**config.mk**
```make
export PLATFORM = sky130hd
export DESIGN_NAME = gen_framestart_multi
export DESIGN_NICKNAME = d
export VERILOG_FILES = /design/src/rtl/gen_framestart_multi.sv
export SDC_FILE = /design/constraint.sdc
export NUM_CORES = 1
export LEC_CHECK = 0
export ABC_AREA = 1
export BUFFER_PORTS_ARGS = -buffer_cell sky130_fd_sc_hd__buf_2
export CAP_MARGIN = 10
export CORE_ASPECT_RATIO = 0.75
export CORE_MARGIN = 1.5
export CORE_UTILIZATION = 23
export DETAILED_ROUTE_END_ITERATION = 10
export PLACE_DENSITY_LB_ADDON = 0.05
export SETUP_SLACK_MARGIN = 0.2
export SLEW_MARGIN = 10
export SYNTH_ARGS = -nofsm -noshare
export SYNTH_HDL_FRONTEND = slang
export SYNTH_SLANG_ARGS = --single-unit
```
**constraint.sdc**
```tcl
create_clock -name clk -period 3.6 [get_ports clk]
set_input_delay 0.9 -clock clk [delete_from_list [all_inputs] [get_ports clk]]
set_output_delay 0.9 -clock clk [all_outputs]
set_load 0.02 [all_outputs]
```
**src/rtl/gen_framestart_multi.sv**
```systemverilog
// Multi-channel frame-start generator: one master period counter drives a master pulse and
// NUM_CH delayed trigger pulses of programmable width, with free-run, single-shot and graceful stop.
module gen_framestart_multi #(
   parameter int NUM_CH = 3,
   parameter int CNT_W  = 32,
   parameter int PW_W   = 16,
   parameter int FCNT_W = 16
) (
   input  logic                    clk,
   input  logic                    rst_n,
   input  logic                    i_start,
   input  logic                    i_stop,
   input  logic                    i_mode,
   input  logic [CNT_W-1:0]        i_period,
   input  logic [PW_W-1:0]         i_pulse_w,
   input  logic [NUM_CH-1:0]       i_ch_en,
   input  logic [NUM_CH*CNT_W-1:0] i_ch_delay,
   output logic                    o_master_fs,
   output logic [NUM_CH-1:0]       o_fs,
   output logic                    o_busy,
   output logic [FCNT_W-1:0]       o_frame_cnt,
   output logic                    o_cfg_err
);

   typedef enum logic [1:0] {ST_IDLE, ST_RUN, ST_DRAIN} state_e;

   state_e            state_q;
   logic              start_d1_q;
   logic              mode_q;
   logic [CNT_W-1:0]  period_q;
   logic [CNT_W-1:0]  cnt_q;
   logic [PW_W-1:0]   pw_q;
   logic [NUM_CH-1:0] ch_en_q;
   logic [CNT_W-1:0]  delay_q [NUM_CH];
   logic [PW_W-1:0]   m_rem_q;
   logic [PW_W-1:0]   ch_rem_q [NUM_CH];
   logic              master_q;
   logic [NUM_CH-1:0] fs_q;
   logic [FCNT_W-1:0] frame_cnt_q;
   logic              cfg_err_q;

   logic              start_re;
   logic [PW_W-1:0]   eff_pw;
   logic              cfg_bad;
   logic              cnt_last;
   logic              m_trig;
   logic [NUM_CH-1:0] ch_trig;
   logic [NUM_CH-1:0] delay_bad;

   assign start_re = i_start & ~start_d1_q;
   assign eff_pw   = (i_pulse_w == '0) ? PW_W'(1) : i_pulse_w;
   assign cfg_bad  = (i_period < CNT_W'(2)) || (CNT_W'(eff_pw) >= i_period);
   assign cnt_last = (cnt_q == period_q - CNT_W'(1));
   assign m_trig   = (state_q == ST_RUN) && (cnt_q == '0);

   // NOTE: every variable assigned here gets a default first, so no latch can be inferred.
   always_comb begin
      delay_bad = '0;
      ch_trig   = '0;
      for (int k = 0; k < NUM_CH; k++) begin
         delay_bad[k] = (i_ch_delay[k*CNT_W +: CNT_W] >= i_period);
         // A delay at or beyond the period never matches because cnt_q stays below period_q.
         ch_trig[k]   = (state_q == ST_RUN) && ch_en_q[k] && (cnt_q == delay_q[k]);
      end
   end

   // NOTE: non-blocking assignments throughout, so every term below reads pre-edge values.
   always_ff @(posedge clk or negedge rst_n) begin
      if (!rst_n) begin
         state_q     <= ST_IDLE;
         start_d1_q  <= 1'b0;
         mode_q      <= 1'b0;
         period_q    <= '0;
         cnt_q       <= '0;
         pw_q        <= '0;
         ch_en_q     <= '0;
         m_rem_q     <= '0;
         master_q    <= 1'b0;
         fs_q        <= '0;
         frame_cnt_q <= '0;
         cfg_err_q   <= 1'b0;
         // NOTE: the small delay/width arrays are reset as well; they feed the trigger compares.
         for (int k = 0; k < NUM_CH; k++) begin
            delay_q[k]  <= '0;
            ch_rem_q[k] <= '0;
         end
      end else begin
         start_d1_q <= i_start;

         master_q <= m_trig || (m_rem_q > PW_W'(1));
         m_rem_q  <= m_trig ? pw_q : ((m_rem_q != '0) ? m_rem_q - PW_W'(1) : '0);
         for (int k = 0; k < NUM_CH; k++) begin
            fs_q[k]     <= ch_trig[k] || (ch_rem_q[k] > PW_W'(1));
            ch_rem_q[k] <= ch_trig[k] ? pw_q
                         : ((ch_rem_q[k] != '0) ? ch_rem_q[k] - PW_W'(1) : '0);
         end

         if (m_trig) frame_cnt_q <= frame_cnt_q + FCNT_W'(1);

         case (state_q)
            ST_IDLE: begin
               if (start_re && !i_stop) begin
                  if (cfg_bad) begin
                     cfg_err_q <= 1'b1;
                  end else begin
                     period_q    <= i_period;
                     pw_q        <= eff_pw;
                     mode_q      <= i_mode;
                     ch_en_q     <= i_ch_en;
                     for (int k = 0; k < NUM_CH; k++)
                        delay_q[k] <= i_ch_delay[k*CNT_W +: CNT_W];
                     cnt_q       <= '0;
                     frame_cnt_q <= '0;
                     cfg_err_q   <= |delay_bad;
                     state_q     <= ST_RUN;
                  end
               end
            end
            ST_RUN: begin
               cnt_q <= cnt_last ? '0 : cnt_q + CNT_W'(1);
               if (i_stop || (mode_q && cnt_last)) state_q <= ST_DRAIN;
            end
            ST_DRAIN: begin
               if (!master_q && (fs_q == '0)) state_q <= ST_IDLE;
            end
            default: state_q <= ST_IDLE;
         endcase
      end
   end

   assign o_master_fs = master_q;
   assign o_fs        = fs_q;
   assign o_busy      = (state_q != ST_IDLE);
   assign o_frame_cnt = frame_cnt_q;
   assign o_cfg_err   = cfg_err_q;

endmodule

```
== Word level (Yosys, flattened, before mapping) ==
Cells that the tools add are included.
Cells by class
  $add $sub $neg: 7
  $lt $le $gt $ge: 9
  equal/unequal tests: 10
  multiplexer cells: 23
  bitwise gates (word level): 3
  reduce and logical (&&, ||, !) cells: 33
Operators by type and width (number)
  $mux W16: 13
  $eq A32 B32 Y1: 4
  $ge A32 B32 Y1: 3
  $mux W32: 3
  $gt A16 B1 Y1 const B: 4
  $pmux W32 S2: 1
  $reduce_bool A16 Y1: 4
  $sub A16 B1 Y16 const B: 4
  $add A32 B1 Y32 const B: 1
  $ge A16 B32 Y1: 1
  $logic_not A32 Y1: 1
  $lt A32 B2 Y1 const B: 1
  $sub A32 B1 Y32 const B: 1
  $add A16 B1 Y16 const B: 1
  $logic_not A16 Y1: 1
  $logic_and A1 B1 Y1: 10
  $mux W2: 4
  $logic_or A1 B1 Y1: 6
  $ne A2 B2 Y1 const B: 3
  $pmux W2 S3: 1
  $reduce_and A3 Y1: 2
  $reduce_and A4 Y1: 1
  $reduce_bool A2 Y1: 2
  $logic_not A3 Y1: 1
  10 further kinds: 12
Storage, ports and cells
  register bits after elaboration: 268
  output and inout port bits: 22
  logic and storage cells: 103

== Depth between registers and ports, before layout ==
Gate-level depths: netlist (run 1).
  depth in word-level cells: 7
  depth in mapped cells: 19
  mapped depth without buffers: 18

== Worst setup path after synthesis (run 1) ==
Ideal clock, no wire load.
  path kind: input to register
  start point: in i_pulse_w[8]
  end point: reg state_q[0]
  data arrival time: 2.999 ns
  setup slack: 0.465 ns
  stages: 18
  cells stage by stage: or4_1 > nor3_1 > a41oi_1 > ha_1 > inv_1 > a21oi_1 > o21ai_0 > nand2_1 > nand3_1 > nand2_1 > nand2_1 > nand2_1 > nand3_1 > nor2_2 > inv_2 > buf_2 > buf_4 > o21ai_0
On the way
  word-level cells in the longest chain between the ends: 6
Ends and longest elaborated chain
  from (decl): RTL line 15  | input logic [PW_W-1:0] i_pulse_w,
  $logic_not A16 Y1: RTL line 51  | assign eff_pw = (i_pulse_w == '0) ? PW_W'(1) : i_pulse_w;
  $mux W16 *: RTL line 51
  $ge A16 B32 Y1 *: RTL line 52  | assign cfg_bad = (i_period < CNT_W'(2)) || (CNT_W'(eff_pw) >= i_period);
  $logic_or A1 B1 Y1 *: RTL line 52
  $ne A2 B2 Y1 (no line) *
  $reduce_and A4 Y1 (no line) *
  to (signal assigned): RTL line 70  | state_q <= ST_IDLE;
  to (signal assigned): RTL line 115  | state_q <= ST_RUN;
  to (signal assigned): RTL line 121  | if (i_stop || (mode_q && cnt_last)) state_q <= ST_DRAIN;
  to (decl): RTL line 27  | state_e state_q;
Mark *: on every way between the ends. The rest lies on a longest branch, timed or not.
A chain may end at the register's enable or synchronous reset.

== Final worst setup path (run 1) ==
  start point: in i_pulse_w[8]
  end point: reg delay_q[10] (netlist name)
On the way
  word-level cells in the longest chain between the ends: 6
Ends and longest elaborated chain
  $logic_not A16 Y1: RTL line 51
  $mux W16 *: RTL line 51
  $ge A16 B32 Y1 *: RTL line 52
  $logic_or A1 B1 Y1 *: RTL line 52
  $not A1 Y1 (no line) *
  $reduce_and A3 Y1 (no line) *
  to (signal, indexed assignment): RTL line 111  | delay_q[k] <= i_ch_delay[k*CNT_W +: CNT_W];
  to (decl): RTL line 34  | logic [CNT_W-1:0] delay_q [NUM_CH];
Marked as above.

==> impl_metrics.toml, run 1 <==
[run_status]
status = "complete, no violations"

[cts]
clk_pin_slew_worst_paths_ns = 0.05
cts_tree = "yes"
clk-insertion-delay-late_ns = 0.56
cts-root-buf = "clkbuf_16"
cts_htree_levels = 2
cts_hold_buf = 0
numCtsBuffers = 36
cts.path.max_buffers = 3
cts_num_sinks = 268

[route]
finalWirelength_mm = 82.58
final_antenna_net_count = 0
drc_errors = 0
num_vias = 17760
drt_iter0_markers = 1310
drtPass1Iterations = 5
drt-vias-per-instance = 4.579
wire_per_inst_um = 21.29

[synth]
netlist.top_cell.by_area = "dfrtp_1"
synth_area_mm2 = 0.01879
ys.flop_type = "dfrtp_1"
synthTopCellsByArea = "dfrtp_1, nand2_1, ha_1"
synth.distinct_cells = 51
yosysSeqAreaShare_pct = 35.70
yosys_register_bits = 268
postSynthNetCount = 2831
yosys_warnings = 0
synthCells = 2551
synth_top_area_share_pct = 35.70
syn_avg_cell_area_um2 = 7.365
synth_edf_count = 0
async_flop_share_pct = 100.0

[layout]
final_util_pct = 28.41
final_area_mm2 = 0.02291
final_common_cell = "nand2_1"
synthToLayoutAreaGrowth_pct = 21.93
nets = 3074
layout-drive-gt1-share_pct = 15.78
fillers = 8868
antenna_cells = 0
mostFrequentLayoutCells = "nand2_1, dfrtp_1, nor2_1, inv_1, buf_2"

[worst_setup_path]
crit_fanout = 25
startpoint_type = "input pin"
arrival_ns = 3.64
r2r-start = "period_q[0]$_DFFE_PN0P_"
rrSetupSlack_ns = 0.69
crit_type = "input pin to flip-flop"
crit_required_ns = 4.02
crit_start = "i_pulse_w[8]"
r2r-end = "cnt_q[21]$_DFFE_PN0P_"
reg2regPathDepth = 14
crit_path_end_kind = "flip-flop"

[floorplan]
fp-row-count = 90
start_util_pct = 23.30
die_w_um = 333.0
die_y_um = 250.5
coreArea_mm2 = 0.08063
die_area_mm2 = 0.08343
ios = 174

[sta]
min_period_over_period_pct = 89.50
slew_viol_final = 0
fmax_mhz = 310.4
hold_viol = 0
worst_pin_slew_ns = 0.7755
clock_skew_ns = 0.01687
finalSetupViolCount = 0
period_minus_slack_ns = 3.222
rsz0062_at_grt = "yes"
relSlewSlack_pct = 47.82

[pwr]
peakVddDrop_mv = 0.2750
power_density_mw_per_mm2 = 683.8
p_leak_nw = 11.54

[grt]
antenna_found_initial = 9
groute.usage.overall_pct = 19.74
grt_start_max_net_pins = 69
grt_pass1_wl_mm = 121.4
grt-ovfl-total = 0
grt_pass1_vias = 17510

[placed_design]
hpwl_mm = 66.41
postPlaceCellArea_mm2 = 0.02169
place.gp.congestion = 0.8467
port_buffers = 173

[worst_hold_path]
hp-class = "input pin to async pin"

[job]
maxCapViolations = 0
-- layer usage --
metal,up-vias,share of wire [%],routed length (µm),GRT usage (%)
li1,8815,-,-,-
met1,8412,54,44250,31.14
met2,453,40,32710,27.85
met3,77,4.9,4018,2.655
met4,0,1.9,1602,4.318
met5,-,0,0,0
-- what timing repair did --
item                                    4_1_cts  5_1_grt
buffers inserted                              0        0
endpoints found under the setup margin        0       47
resized for setup                             0        3
-- final cells by class --
| type | count | area [µm²] | share of cell area [%] |
|---|---|---|---|
| clock buffer | 53 | 1076 | 4.697 |
| timing repair buffer | 302 | 2061 | 8.996 |
| inverter | 246 | 928.4 | 4.053 |
| multi-input combinational | 1940 | 10670 | 46.59 |
| tap | 1058 | 1324 | 5.779 |
| sequential | 268 | 6706 | 29.28 |
| clock inverter | 11 | 140.1 | 0.6117 |
-- where the power goes --
| group | internal [W] | switching [W] | leakage (nW) | total [W] |
|---|---|---|---|---|
| Clock | 0.00229 | 0.00150 | 0.600 | 0.00378 |
| Sequential | 0.00396 | 0.00129 | 3.47 | 0.00525 |
| Combinational | 0.00232 | 0.00431 | 7.47 | 0.00663 |
| Total | 0.00857 | 0.00709 | 11.5 | 0.0157 |
-- logic make-up (layout without fill, tap and decap cells) --
group | after synthesis | after routing | share of synthesized area [%]
adders and majority gates | 128 | 128 | 8.524
xor gates and xnor gates | 174 | 174 | 8.111
AOI/OAI and AO/OA | 286 | 286 | 8.191
buffers and inverters | 343 | 612 | 7.585
DFF | 268 | 268 | 35.70
and+or+nand+nor | 1352 | 1352 | 31.89
-- flip-flops by register name, summed over array words and instances (netlist names) --
| name | cells |
|---|---|
| m_rem_q | 16 |
| o_frame_cnt | 16 |
| delay_q | 96 |
| state_q | 2 |
| start_d1_q | 1 |
| o_fs | 3 |
| period_q | 32 |
| mode_q | 1 |
| cnt_q | 32 |
| ch_rem_q | 48 |
| ch_en_q | 3 |
| o_cfg_err | 1 |
| pw_q | 16 |
| o_master_fs | 1 |
-- per-stage QoR --
step                setup slack [ns]  cells  setup TNS (ns)  hold WS (ns)  total power (W)
floorplan                     0.4650   2551               0        0.4422         0.008984
global placement             -0.2453   3814          -35.18        0.4716          0.01189
detailed placement           -0.2842   3814          -24.47        0.4785          0.01189
finish                        0.3780   3878               0        0.2635          0.01566
CTS                           0.3025   3878               0        0.2547          0.01583
global route                  0.1864   3878               0        0.2769          0.01684
-- worst max-delay path: stages --
cell and delay, ns:
buf_2 0.10, or4_1 0.52, nor3_1 0.27, a41oi_1 0.22, ha_1 0.23, inv_1 0.05
a21oi_1 0.05, o21ai_0 0.15, nand2_1 0.07, nand3_1 0.06, nand2_1 0.05, nand2_1 0.06
nand2_1 0.05, nand3_1 0.22, nor2_4 0.10, buf_12 0.18, buf_12 0.18, nand2_1 0.07
o21ai_0 0.09
-- Yosys cell counts (2+ instances only) --
| library cell | number |
|---|---|
| buf_2 | 41 |
| o22ai_1 | 9 |
| a41oi_1 | 2 |
| nor2_4 | 2 |
| nand4_2 | 4 |
| o21a_1 | 3 |
| o2111ai_1 | 4 |
| nand2_4 | 3 |
| ha_1 | 128 |
| nor2_1 | 237 |
| dfrtp_1 | 268 |
| a31oi_1 | 2 |
| inv_1 | 233 |
| clkbuf_1 | 40 |
| buf_6 | 7 |
| or4_1 | 2 |
| nor3_1 | 55 |
| o221ai_1 | 2 |
| nand3b_1 | 14 |
| nor2_2 | 17 |
| nand3_1 | 127 |
| or2_2 | 16 |
| nor3_2 | 2 |
| o21bai_1 | 2 |
| o211ai_1 | 8 |
| o21ai_0 | 150 |
| nand4_1 | 73 |
| buf_4 | 9 |
| o21ai_1 | 29 |
| inv_2 | 12 |
| nand2_1 | 732 |
| nor4_1 | 41 |
| nand3_2 | 11 |
| o21ai_2 | 6 |
| or2_4 | 2 |
| nand2_2 | 3 |
| xor2_1 | 107 |
| nor4_2 | 4 |
| xnor2_1 | 67 |
| a21oi_1 | 66 |
-- worst max-delay path by stage --
stage | slack [ns] | cells past startpoint | endpoint
final | 0.38 | 19 | delay_q[10]$_DFFE_PN0P_
after global routing | 0.19 | 19 | cnt_q[21]$_DFFE_PN0P_
after floorplan | 0.46 | 18 | state_q[0]$_DFFE_PN0P_
after detailed placement | -0.28 | 12 | delay_q[17]$_DFFE_PN0P_
after global placement | -0.25 | 18 | delay_q[17]$_DFFE_PN0P_
after CTS | 0.30 | 12 | delay_q[17]$_DFFE_PN0P_
(Power assumes the default switching activity.)
==> run 2, diff against run 1 <==
==> constraint.sdc (replaced) <==
create_clock -name clk -period 3.6 [get_ports clk]
set_input_delay 0.72 -clock clk [delete_from_list [all_inputs] [get_ports clk]]
set_output_delay 0.72 -clock clk [all_outputs]
set_load 0.02 [all_outputs]
==> run 2 against run 1 <==
Compared with the run above: non-clock buffer count shrank 27; clock skew grew 0.012 ns; critical path depth shrank 5; hold slack lost 0.11 ns; critical path type unchanged; largest cell class unchanged.
==> impl_metrics.toml, run 2 (synthesis results as in run 1) <==
[run_status]
status = "complete, no violations"

[worst_setup_path]
startpoint_type = "input pin"
crit_required_ns = 4.10
arrival_ns = 3.59
crit_fanout = 55
crit_path_end_kind = "flip-flop"
r2r-end = "ch_rem_q[11]$_DFF_PN0_"
reg2regPathDepth = 9
rrSetupSlack_ns = 0.71
r2r-start = "cnt_q[2]$_DFFE_PN0P_"
crit_type = "input pin to flip-flop"

[route]
final_antenna_net_count = 0
finalWirelength_mm = 82.25
num_vias = 17710
drt_iter0_markers = 1238
drt-vias-per-instance = 4.589
drc_errors = 0
drtPass1Iterations = 5
wire_per_inst_um = 21.32

[floorplan]
coreArea_mm2 = 0.08063
die_area_mm2 = 0.08343
start_util_pct = 23.30
die_y_um = 250.5
die_w_um = 333.0
fp-row-count = 90
ios = 174

[sta]
worst_pin_slew_ns = 1.353
rsz0062_at_grt = "no"
relSlewSlack_pct = 9.049
setup_tns_ns = 0
fmax_mhz = 323.5
worst_slack_ns = 0.5085
clock_skew_ns = 0.02873
period_minus_slack_ns = 3.092
finalSetupViolCount = 0
min_period_over_period_pct = 85.88
hold_viol = 0
slew_viol_final = 0

[placed_design]
hpwl_mm = 65.45
port_buffers = 173
preCtsSetupSlack_ns = -0.09302
place.gp.congestion = 0.8373

[grt]
grt_start_max_net_pins = 66
grt_pass1_vias = 17570
grt-ovfl-total = 0
groute.usage.overall_pct = 19.74
grt_pass1_wl_mm = 121.5
antenna_found_initial = 10

[layout]
largest_reg_flops = 96
regMostFlops = "delay_q"
reg.largest.list = "delay_q (96), ch_rem_q (48)"
synthToLayoutAreaGrowth_pct = 20.26
mostFrequentLayoutCells = "nand2_1, dfrtp_1, nor2_1, inv_1, buf_2"
final_common_cell = "nand2_1"
layout-drive-gt1-share_pct = 14.94
nets = 3048

[cts]
clk_pin_slew_worst_paths_ns = 0.06
cts_hold_buf = 0
cts_num_sinks = 268
cts-root-buf = "clkbuf_16"
cts_setup_buffers = 0
post_cts_resized = 0
numCtsBuffers = 37
cts.path.max_buffers = 3
clk-insertion-delay-late_ns = 0.57
cts_htree_levels = 2
cts_tree = "yes"

[pwr]
p_leak_nw = 11.36
peakVddDrop_mv = 0.2986
power_density_mw_per_mm2 = 680.9

[job]
maxCapViolations = 0

[worst_hold_path]
hp-class = "input pin to async pin"
run 2: cell types whose count changed in the layout (fill, tap and decap cells not counted), moves of 2 or more:
cell       change
buf_12         -6
buf_4         -20
bufinv_16      -3
clkbuf_1       +4
clkbuf_16      +2
clkbuf_8       -2
clkinv_2       +3
diode_2        +3
run 2: stage by stage:
step / hold WS (ns) / instance area (µm²) / cells / util (%) / total power, W
final: 0.1511 / 22590 / 3858 / 28.02 / 0.01539
after detailed placement: 0.4799 / 21410 / 3787 / 26.55 / 0.01176
after floorplan: 0.4244 / 18790 / 2551 / - / 0.008984
after global routing: 0.1729 / 22590 / 3855 / 28.01 / 0.01663
after global placement: 0.4715 / 21410 / 3787 / 26.55 / 0.01177
after CTS: 0.1535 / 22590 / 3855 / 28.01 / 0.01557
run 2: critical path: stages:
cell	delay (ns)
buf_2	0.10
or4_1	0.51
nor3_1	0.15
buf_4	0.14
a41oi_1	0.14
ha_1	0.32
nand2_1	0.06
nor3_1	0.05
nand3_1	0.08
nand3_1	0.18
nor2_4	0.28
buf_4	0.54
nand2_1	0.14
nand2_1	0.10
run 2: cell type report:
class | count | area (µm²)
Antenna cell | 3 | 7.507
Clock buffer | 57 | 1114
Clock inverter | 11 | 65.06
Fill cell | 8839 | 58030
Inverter | 246 | 925.9
Multi-Input combinational cell | 1940 | 10670
Sequential cell | 268 | 6706
Tap cell | 1058 | 1324
Timing Repair Buffer | 275 | 1779
run 2: routing by layer:
metal / part of all wire, % / global-route usage (%)
met3: 4.9 / 2.694
met1: 53 / 31.06
met4: 1.2 / 2.883
met5: 0 / 0
met2: 40 / 28.56
run 2: power by group:
group          switching [W]  total [W]  internal (W)
sequential           0.00134    0.00530       0.00396
combinational        0.00415    0.00642       0.00226
clock                0.00154    0.00367       0.00213
total                0.00703     0.0154       0.00836
run 2: worst max-delay path by stage:
| stage | endpoint | slack (ns) | startpoint | depth (start not counted) |
|---|---|---|---|---|
| floorplan | state_q[0]$_DFFE_PN0P_ | 0.64 | i_pulse_w[8] | 18 |
| global placement | delay_q[17]$_DFFE_PN0P_ | -0.04 | i_pulse_w[8] | 13 |
| detailed placement | delay_q[17]$_DFFE_PN0P_ | -0.09 | i_pulse_w[8] | 14 |
| CTS | delay_q[17]$_DFFE_PN0P_ | 0.50 | i_pulse_w[8] | 14 |
| global route | delay_q[86]$_DFFE_PN0P_ | 0.30 | i_pulse_w[8] | 14 |
| finish | delay_q[20]$_DFFE_PN0P_ | 0.51 | i_pulse_w[8] | 14 |
